$ cat config.mk
export PLATFORM = sky130hd
export DESIGN_NAME = bip_control
export DESIGN_NICKNAME = d
export VERILOG_FILES = /design/src/rtl/bip_pkg.sv /design/src/rtl/bip_decoder.sv /design/src/rtl/bip_control.sv
export SDC_FILE = /design/constraint.sdc
export NUM_CORES = 1
export LEC_CHECK = 0
export CAP_MARGIN = 10
export CORE_MARGIN = 3
export CORE_UTILIZATION = 30
export CTS_CLUSTER_DIAMETER = 100
export CTS_CLUSTER_SIZE = 12
export DETAILED_ROUTE_END_ITERATION = 7
export DONT_BUFFER_PORTS = 1
export SLEW_MARGIN = 0
export SYNTH_ARGS = -nofsm -noshare
export SYNTH_HDL_FRONTEND = slang
export SYNTH_HIERARCHICAL = 1
export SYNTH_SLANG_ARGS = --single-unit
$ cat constraint.sdc
create_clock -name i_clk -period 2.5 [get_ports i_clk]
set_input_delay 0.5 -clock i_clk [delete_from_list [all_inputs] [get_ports i_clk]]
set_output_delay 0.5 -clock i_clk [all_outputs]
set_load 0.02 [all_outputs]
$ cat src/rtl/bip_pkg.sv
// bip_pkg: shared definitions for the BIP fetch/decode control stage.
//   - Field widths of the 16-bit instruction word (opcode [15:11], operand [10:0])
//   - Opcode values HLT..SUBI
//   - Accumulator source select encodings
//   - FSM state encoding
//   - Bundled datapath strobe struct produced by the decoder
package bip_pkg;

  localparam int N_BUS    = 16;
  localparam int N_OPCODE = 5;
  localparam int N_ADDR   = 11;

  localparam logic [N_OPCODE-1:0] OP_HLT  = 5'b00000;
  localparam logic [N_OPCODE-1:0] OP_STO  = 5'b00001;
  localparam logic [N_OPCODE-1:0] OP_LD   = 5'b00010;
  localparam logic [N_OPCODE-1:0] OP_LDI  = 5'b00011;
  localparam logic [N_OPCODE-1:0] OP_ADD  = 5'b00100;
  localparam logic [N_OPCODE-1:0] OP_ADDI = 5'b00101;
  localparam logic [N_OPCODE-1:0] OP_SUB  = 5'b00110;
  localparam logic [N_OPCODE-1:0] OP_SUBI = 5'b00111;

  localparam logic [1:0] SEL_A_RAM = 2'b00;
  localparam logic [1:0] SEL_A_IMM = 2'b01;
  localparam logic [1:0] SEL_A_ALU = 2'b10;

  typedef enum logic [1:0] {
    ST_IDLE  = 2'b00,
    ST_FETCH = 2'b01,
    ST_EXEC  = 2'b10,
    ST_HALT  = 2'b11
  } state_t;

  typedef struct packed {
    logic [1:0] sel_a;
    logic       sel_b;
    logic       op;
    logic       wr_acc;
    logic       rd_ram;
    logic       wr_ram;
  } strobes_t;

  localparam strobes_t STROBES_NONE = '0;

endpackage

$ cat src/rtl/bip_decoder.sv
// bip_decoder: purely combinational opcode -> datapath strobe mapping.
// Ports:
//   opcode   in  N_OPCODE  instruction bits [15:11] from the IR
//   en       in  1         high only while the control FSM is executing
//   strobes  out struct    sel_a/sel_b/op/wr_acc/rd_ram/wr_ram
// Unknown opcodes decode as NOP (no strobes).
module bip_decoder
  import bip_pkg::*;
(
  input  logic [N_OPCODE-1:0] opcode,
  input  logic                en,
  output strobes_t            strobes
);

  // Every strobe defaults low; only the executing cycle may raise one.
  always_comb begin
    strobes = STROBES_NONE;
    if (en) begin
      case (opcode)
        OP_STO: begin
          strobes.wr_ram = 1'b1;
        end
        OP_LD: begin
          strobes.rd_ram = 1'b1;
          strobes.wr_acc = 1'b1;
          strobes.sel_a  = SEL_A_RAM;
        end
        OP_LDI: begin
          strobes.wr_acc = 1'b1;
          strobes.sel_a  = SEL_A_IMM;
        end
        OP_ADD, OP_SUB: begin
          strobes.rd_ram = 1'b1;
          strobes.wr_acc = 1'b1;
          strobes.sel_a  = SEL_A_ALU;
          strobes.sel_b  = 1'b0;
          strobes.op     = (opcode == OP_SUB);
        end
        OP_ADDI, OP_SUBI: begin
          strobes.wr_acc = 1'b1;
          strobes.sel_a  = SEL_A_ALU;
          strobes.sel_b  = 1'b1;
          strobes.op     = (opcode == OP_SUBI);
        end
        default: begin
          strobes = STROBES_NONE;
        end
      endcase
    end
  end

endmodule

$ cat src/rtl/bip_control.sv
// bip_control: fetch/decode control stage of the BIP datapath.
// Runs a two-cycle FETCH/EXEC loop against program memory, owns the PC and IR,
// and drives one-cycle datapath strobes during EXEC.
// Ports:
//   i_clk          in   1       system clock
//   i_reset        in   1       synchronous, active-low reset
//   i_start        in   1       start pulse, honoured only in IDLE
//   i_instruction  in   16      program memory read data
//   o_pc_addr      out  11      program memory address (registered PC)
//   o_operand      out  11      IR[10:0] to the extension stage
//   o_sel_a        out  2       accumulator source select
//   o_sel_b        out  1       ALU B source select
//   o_op           out  1       ALU op (0 add, 1 sub)
//   o_wr_acc       out  1       accumulator write strobe
//   o_rd_ram       out  1       data RAM read strobe
//   o_wr_ram       out  1       data RAM write strobe
//   o_halt         out  1       processor halted
//   o_instr_count  out  16      executed instruction count (only with BIP_INSTR_CNT_EN)
// Optional feature macro: BIP_INSTR_CNT_EN adds a saturating count of
// completed EXEC cycles, HLT and NOPs included.
module bip_control
  import bip_pkg::*;
(
  input  logic              i_clk,
  input  logic              i_reset,
  input  logic              i_start,
  input  logic [N_BUS-1:0]  i_instruction,
  output logic [N_ADDR-1:0] o_pc_addr,
  output logic [N_ADDR-1:0] o_operand,
  output logic [1:0]        o_sel_a,
  output logic              o_sel_b,
  output logic              o_op,
  output logic              o_wr_acc,
  output logic              o_rd_ram,
  output logic              o_wr_ram,
  output logic              o_halt
`ifdef BIP_INSTR_CNT_EN
  ,
  output logic [15:0]       o_instr_count
`endif
);

  state_t            state, state_next;
  logic [N_ADDR-1:0] pc, pc_next;
  logic [N_BUS-1:0]  ir, ir_next;
  logic              is_hlt;
  strobes_t          strobes;

  assign is_hlt = (ir[N_BUS-1:N_ADDR] == OP_HLT);

  // State, PC and IR registers; reset clears all three so no strobe can
  // survive the reset edge.
  always_ff @(posedge i_clk) begin
    if (!i_reset) begin
      state <= ST_IDLE;
      pc    <= '0;
      ir    <= '0;
    end else begin
      state <= state_next;
      pc    <= pc_next;
      ir    <= ir_next;
    end
  end

  // Next-state logic. The IR is captured at the end of FETCH, by which time
  // the memory has had a full cycle to return the word at the current PC.
  // The PC advances at the end of EXEC unless the instruction was HLT; the
  // 11-bit increment wraps 2047 -> 0 naturally.
  always_comb begin
    state_next = state;
    pc_next    = pc;
    ir_next    = ir;
    case (state)
      ST_IDLE: begin
        if (i_start) begin
          state_next = ST_FETCH;
        end
      end
      ST_FETCH: begin
        ir_next    = i_instruction;
        state_next = ST_EXEC;
      end
      ST_EXEC: begin
        if (is_hlt) begin
          state_next = ST_HALT;
        end else begin
          pc_next    = pc + 1'b1;
          state_next = ST_FETCH;
        end
      end
      ST_HALT: begin
        state_next = ST_HALT;
      end
      default: begin
        state_next = ST_IDLE;
      end
    endcase
  end

  bip_decoder u_decoder (
    .opcode  (ir[N_BUS-1:N_ADDR]),
    .en      (state == ST_EXEC),
    .strobes (strobes)
  );

  assign o_pc_addr = pc;
  assign o_operand = ir[N_ADDR-1:0];
  assign o_sel_a   = strobes.sel_a;
  assign o_sel_b   = strobes.sel_b;
  assign o_op      = strobes.op;
  assign o_wr_acc  = strobes.wr_acc;
  assign o_rd_ram  = strobes.rd_ram;
  assign o_wr_ram  = strobes.wr_ram;
  assign o_halt    = (state == ST_HALT);

`ifdef BIP_INSTR_CNT_EN
  logic [15:0] instr_count;

  // Counts every completed EXEC cycle and sticks at all-ones.
  always_ff @(posedge i_clk) begin
    if (!i_reset) begin
      instr_count <= '0;
    end else if ((state == ST_EXEC) && (instr_count != 16'hFFFF)) begin
      instr_count <= instr_count + 16'd1;
    end
  end

  assign o_instr_count = instr_count;
`endif

endmodule
==> results of run 1 <==
[cell usage in the layout (no fill, tap or decap), types with 4 or more instances in the layout]
| cell | instances |
|---|---|
| nor2_1 | 10 |
| o21ai_1 | 4 |
| clkbuf_8 | 5 |
| dfxtp_1 | 29 |
| and2_1 | 4 |
| buf_4 | 6 |
| a21oi_1 | 21 |
| nand2_1 | 36 |
| a21oi_2 | 4 |
[registers in the layout, summed over array words and instances (netlist names)]
signal and flops:
state 2, ir 16, o_pc_addr 11
[final cells by class]
type / instances / area share [%]
clock buffer: 6 / 5.19
clock inverter: 2 / 0.716
inverter: 2 / 0.537
multi-input combinational: 110 / 44.4
sequential: 29 / 41.5
tap: 50 / 4.47
timing repair buffer: 6 / 3.22
[worst paths after layout]
check,start,to,slack (ps)
max,state[0],o_wr_ram,260
min,i_instruction[1],ir[1],360
max reg2reg,o_pc_addr[0],o_pc_addr[10],660
min reg2reg,ir[15],ir[15],490
[power by group through the flow]
stage                     clock network, mW  logic (mW)  registers, mW
after detailed placement                  0      0.0876          0.524
after floorplan                           0      0.0997          0.508
final                                 0.363      0.0864          0.514
after global placement                    0      0.0861          0.524
after global routing                  0.403      0.0974          0.516
after CTS                             0.383      0.0876          0.514
[through the flow]
| step | area, µm² | setup WS (ps) | instances | hold WS [ps] | util [%] |
|---|---|---|---|---|---|
| after detailed placement | 1320 | 549 | 197 | 479 | 31.8 |
| after global routing | 1400 | 149 | 205 | 346 | 33.8 |
| after floorplan | 1330 | 509 | 159 | 437 | - |
| after global placement | 1320 | 567 | 197 | 475 | 31.8 |
| final | 1400 | 261 | 205 | 356 | 33.8 |
| after CTS | 1400 | 243 | 205 | 345 | 33.8 |
[logic make-up (layout without fill, tap and decap cells)]
group | after synthesis | in the layout | share of synthesized area (%)
AND/OR/NAND/NOR | 70 | 70 | 26.9
AO/OA/AOI/OAI | 35 | 35 | 16.2
multiplexers | 1 | 1 | 0.755
flip-flops | 29 | 29 | 43.8
XOR/XNOR | 3 | 3 | 1.98
adder cells (fa/ha/maj) | 1 | 1 | 0.944
buffers and inverters | 20 | 16 | 9.35
[worst reg2reg max path, stage by stage, from the launching register on]
cell and delay (ps):
dfxtp_1 310, buf_4 160, ha_1 210, and4_1 240
nand4_1 180, or4_1 540, a21oi_2 140
[Yosys cell counts, types with 3 or more instances]
library cell / instances
a21oi_1: 21
a21oi_2: 4
and2_1: 4
buf_4: 11
clkbuf_1: 5
dfxtp_1: 29
nand2_1: 36
nand4_1: 3
nor2_1: 10
o21ai_1: 4
o31ai_1: 3
or3_2: 3
or4_1: 3
xor2_1: 3
[metal layers]
| metal | vias up | share of wire, % | track usage, % |
|---|---|---|---|
| met5 | - | 0 | 0 |
| met4 | 0 | 0.97 | 4.30 |
| met3 | 5 | 10 | 5.54 |
| met2 | 40 | 44 | 14.9 |
| met1 | 420 | 45 | 13.0 |
| li1 | 525 | - | - |
==> results.txt, run 1 <==
Clock H-tree levels: 2
Relative slew slack: 57.5%
Vias per inst: 4.83
Number of antenna violations at the first check in global routing: 0
Die H: 72.5 µm
Grt total ovfl: 0
Post-synth top area share: 43.8%
Pwr dens: 689 nW/µm²
Synth cell types: 32
Drc violations: 0
Vias in the first global route: 840
Mapped cell area: 1330 µm²
Avg Inst Size Synth: 8.33 µm²
Top_reg_cell synth: dfxtp_1
Fmax: 447 MHz
Worst path cell trace: and2b_2 > or3b_4 > nor4b_2 > buf_4
Post-DP HPWL: 1940 µm
Area Overhead vs Synth: 5.57%
RSZ-0062 raised after global routing: no
Ports: 49
Syn Nets: 179
Net Sw Power: 0.258 mW
Setup Buffers After CTS: 0
Final hold vios: 0
Layout Skew: 5.71 ps
Synth Register Bits: 29
CTS resizes: 0
Setup TNS: 0 ps
Ys async rst share: 0%
Synth top area cells: dfxtp_1 (44%), nand2_1 (10%), a21oi_1 (7.9%), buf_4 (6.2%), nor2_1 (2.8%)
Status: finished clean
Worst hold path stage count: 2
I/O Buffers: 0
Switching share of power: 26.8%
First-pass DRT Iterations: 4
Critical path class: reg -> out
Row count: 23
Max Transition Viols Final: 0
Tcrit/Tclk final: 89.5%
Worst setup EP type: output pin
CTS tree: built
First-pass GRT wire length: 4220 µm
CTS Hold Buffers Added: 0
Post-route minimum period: 2240 ps
Die Width: 72.5 µm
Starting Density: 32.0%
Yosys warning total: 6
Combinational fraction of design power: 9.0%
WP data required: 2000 ps
# nets final: 174
Pint: 0.705 mW
HP Class: in -> reg
P_leak: 0.479 nW
Worst-path clk slew: 60 ps
Worst path slowest cell: or3b_4
Tot GR Track Use: 10.4%
Core area: 4140 µm²
Cells after synthesis: 159
Final Power: 0.963 mW
Fill count: 458
Die area: 5250 µm²
Sequential share of power: 53.3%
Worst Reg-to-Reg Cells: 6
Largest stage delay on the critical path: 420 ps
Multi-input gate area: 621 µm²
Detail Route Antenna Nets: 0
Critical path buffers and inverters: 1
Family with the most delay on the worst path: simple AND/OR/NAND/NOR gates
Routability Congestion: 0.683
Num CTS Buffers: 5
Storage cell area: 581 µm²
Critical path peak fanout: 5
CTS sink cnt: 29
WL/cell: 13.1 µm
DRT Wirelength: 2690 µm
Detailed Route Iter0 Violations: 36
DR vias: 990
Maxcap violations: 0
N_diodes: 0
Critical Path AT: 1740 ps
Worst vdd ir: 0.000241 V
Post-synth EDFFs: 0
Clock power frac: 37.7%
Post-synthesis sequential area ratio: 43.8%
Synth area leader: dfxtp_1
Root buffer cell: clkbuf_8
Share of layout cells above drive strength 1: 18.1%
Measured slew at the worst slew-check pin: 638 ps
Crit path depth: 4
Crit path launch type: flop
Final Setup Violations: 0
Clk_lat worst skew: 270 ps
Largest net degree at the start of global routing: 30
Maximum clock path buffer count: 2
(Power assumes the default switching activity.)
==> inputs of run 2 (changes only) <==
Settings changed: RECOVER_POWER set to 50.
==> run 2 against run 1 <==
  * Via count fell by 0.20%
  * Cell count unchanged
  * Critical path depth did not move
  * Combinational power decreased by 1%
  * Utilization down 0.18 points
  * Wire length is 0.37% higher
  * Power is 0.10% lower
  * Sequential share of layout area is 0.22 points higher
  * Register-to-register slack worse by 280 ps
  * Worst hold slack about the same
  * Global-route usage unchanged
  * Largest power group unchanged
==> results.txt, run 2 (synthesis results as in run 1) <==
# nets final: 174 (unchanged)
Core area: 4140 µm² (unchanged)
Num CTS Buffers: 5 (unchanged)
Die area: 5250 µm² (unchanged)
CTS tree: built
Setup Buffers After CTS: 0 (unchanged)
Routability Congestion: 0.683 (unchanged)
Tot GR Track Use: 10.4% (unchanged)
Clock H-tree levels: 2 (unchanged)
Share of layout cells above drive strength 1: 16.1% (-1.9 points)
Worst path cell trace: and2b_2 > or3b_4 > nor4b_2 > buf_4
Most common cell after layout, fill and taps aside: nand2_1
Post-Place Cells: 197 (unchanged)
Vias in the first global route: 840 (unchanged)
Fill count: 456 (-0.44%)
HP Class: in -> reg
Setup TNS: 0 ps (unchanged)
Critical path buffers and inverters: 1 (unchanged)
Detailed Route Iter0 Violations: 36 (unchanged)
FF-to-FF setup slack: 380 ps (-280 ps)
Final hold vios: 0 (unchanged)
Switching share of power: 26.8% (about the same)
Critical Path AT: 1740 ps (about the same)
Reg-to-reg endpoint: o_pc_addr[10]
CTS Hold Buffers Added: 0 (unchanged)
Pint: 0.704 mW (-0.13%)
HP Start: i_instruction[1]
Worst hold slack: 356 ps (+0.397 ps)
Die Width: 72.5 µm (unchanged)
RSZ-0062 raised after global routing: no
Drc violations: 0 (unchanged)
Relative slew slack: 33.2% (-24 points)
First-pass DRT Iterations: 4 (unchanged)
Row count: 23 (unchanged)
Area Overhead vs Synth: 5.00%
I/O Buffers: 0 (unchanged)
CTS resizes: 0 (unchanged)
Max Transition Viols Final: 0 (unchanged)
Worst Hold Endpoint: ir[1]
First-pass GRT wire length: 4220 µm (unchanged)
Clock power frac: 37.7% (about the same)
Worst setup EP type: output pin
Pwr dens: 692 nW/µm² (+0.44%)
Largest net degree at the start of global routing: 30 (unchanged)
Largest stage delay on the critical path: 420 ps (about the same)
Layout Skew: 5.82 ps (+0.113 ps)
P_leak: 0.472 nW (-1.6%)
Detail Route Antenna Nets: 0 (unchanged)
N_diodes: 0 (unchanged)
Critical path class: reg -> out
Tcrit/Tclk final: 89.6% (about the same)
Number of antenna violations at the first check in global routing: 0 (unchanged)
Root buffer cell: clkbuf_8
Place WS: 549 ps (unchanged)
Starting Density: 32.0% (unchanged)
Reg-to-Reg Start: o_pc_addr[0]
Worst Reg-to-Reg Cells: 6 (unchanged)
Worst path slowest cell: or3b_4
DR vias: 988 (-0.20%)
Final Setup Violations: 0 (unchanged)
Post-route minimum period: 2240 ps (+0.137 ps)
DRT Wirelength: 2700 µm (+0.37%)
Most used cells in the layout excluding fill and tap cells: nand2_1 (36), dfxtp_1 (29), a21oi_1 (21)
Crit path depth: 4 (unchanged)
Critical path peak fanout: 5 (unchanged)
Sequential share of power: 53.4% (about the same)
Clk_lat worst skew: 270 ps (about the same)
Worst hold path stage count: 2 (unchanged)
WL/cell: 13.2 µm (+0.37%)
Fmax: 447 MHz (about the same)
Crit path launch type: flop
Fin cells: 205 (unchanged)
Die H: 72.5 µm (unchanged)
Max reg flops: 16 (unchanged)
Maxcap violations: 0 (unchanged)
CTS sink cnt: 29 (unchanged)
Status: finished clean
Ports: 49 (unchanged)
Combinational fraction of design power: 8.9% (about the same)
Maximum clock path buffer count: 2 (unchanged)
Vias per inst: 4.82 (-0.20%)
Worst vdd ir: 0.000241 V (about the same)
Family with the most delay on the worst path: simple AND/OR/NAND/NOR gates
Grt total ovfl: 0 (unchanged)
Top reg by flops: ir
Post-DP HPWL: 1940 µm (unchanged)
Worst-path clk slew: 60 ps (about the same)
Final Power: 0.962 mW (-0.10%)
Final worst setup slack: 261 ps (-0.137 ps)
WP data required: 2000 ps (about the same)
Net Sw Power: 0.258 mW (about the same)
Measured slew at the worst slew-check pin: 1000 ps (+362 ps)
## run 2: through the flow
| stage | util [%] | area [µm²] |
|---|---|---|
| after floorplan | - | 1330 |
| after global placement | 31.8 | 1320 |
| after detailed placement | 31.8 | 1320 |
| after CTS | 33.8 | 1400 |
| after global routing | 33.6 | 1390 |
| final | 33.6 | 1390 |
## run 2: area by class of cell
cell class                      count  area, µm²  area share [%]
Inverter                            2       7.51           0.540
Tap cell                           50       62.6            4.50
Sequential cell                    29        581            41.7
Timing Repair Buffer                6       37.5            2.70
Clock inverter                      2       10.0           0.719
Multi-Input combinational cell    110        621            44.6
Clock buffer                        6       72.6            5.22
## run 2: power groups by stage
stage	logic, mW	registers, mW	clock network, mW
3_3_place_gp	0.0861	0.524	0
3_5_place_dp	0.0876	0.524	0
2_1_floorplan	0.0997	0.508	0
6_report	0.0855	0.514	0.363
4_1_cts	0.0876	0.514	0.383
5_1_grt	0.0965	0.516	0.403
## run 2: worst max path at each step
stage / start / endpoint
after floorplan: state[0] / o_rd_ram
after global placement: state[0] / o_wr_ram
after detailed placement: state[0] / o_wr_ram
after CTS: state[0] / o_wr_ram
after global routing: state[1] / o_wr_ram
final: state[0] / o_wr_ram
## run 2: per-layer routing
layer,track usage (%),up-vias,routed length (µm)
met5,0,-,0
met4,4.30,0,26
met2,14.9,40,1200
li1,-,525,-
met3,5.54,5,281
met1,13.0,418,1200
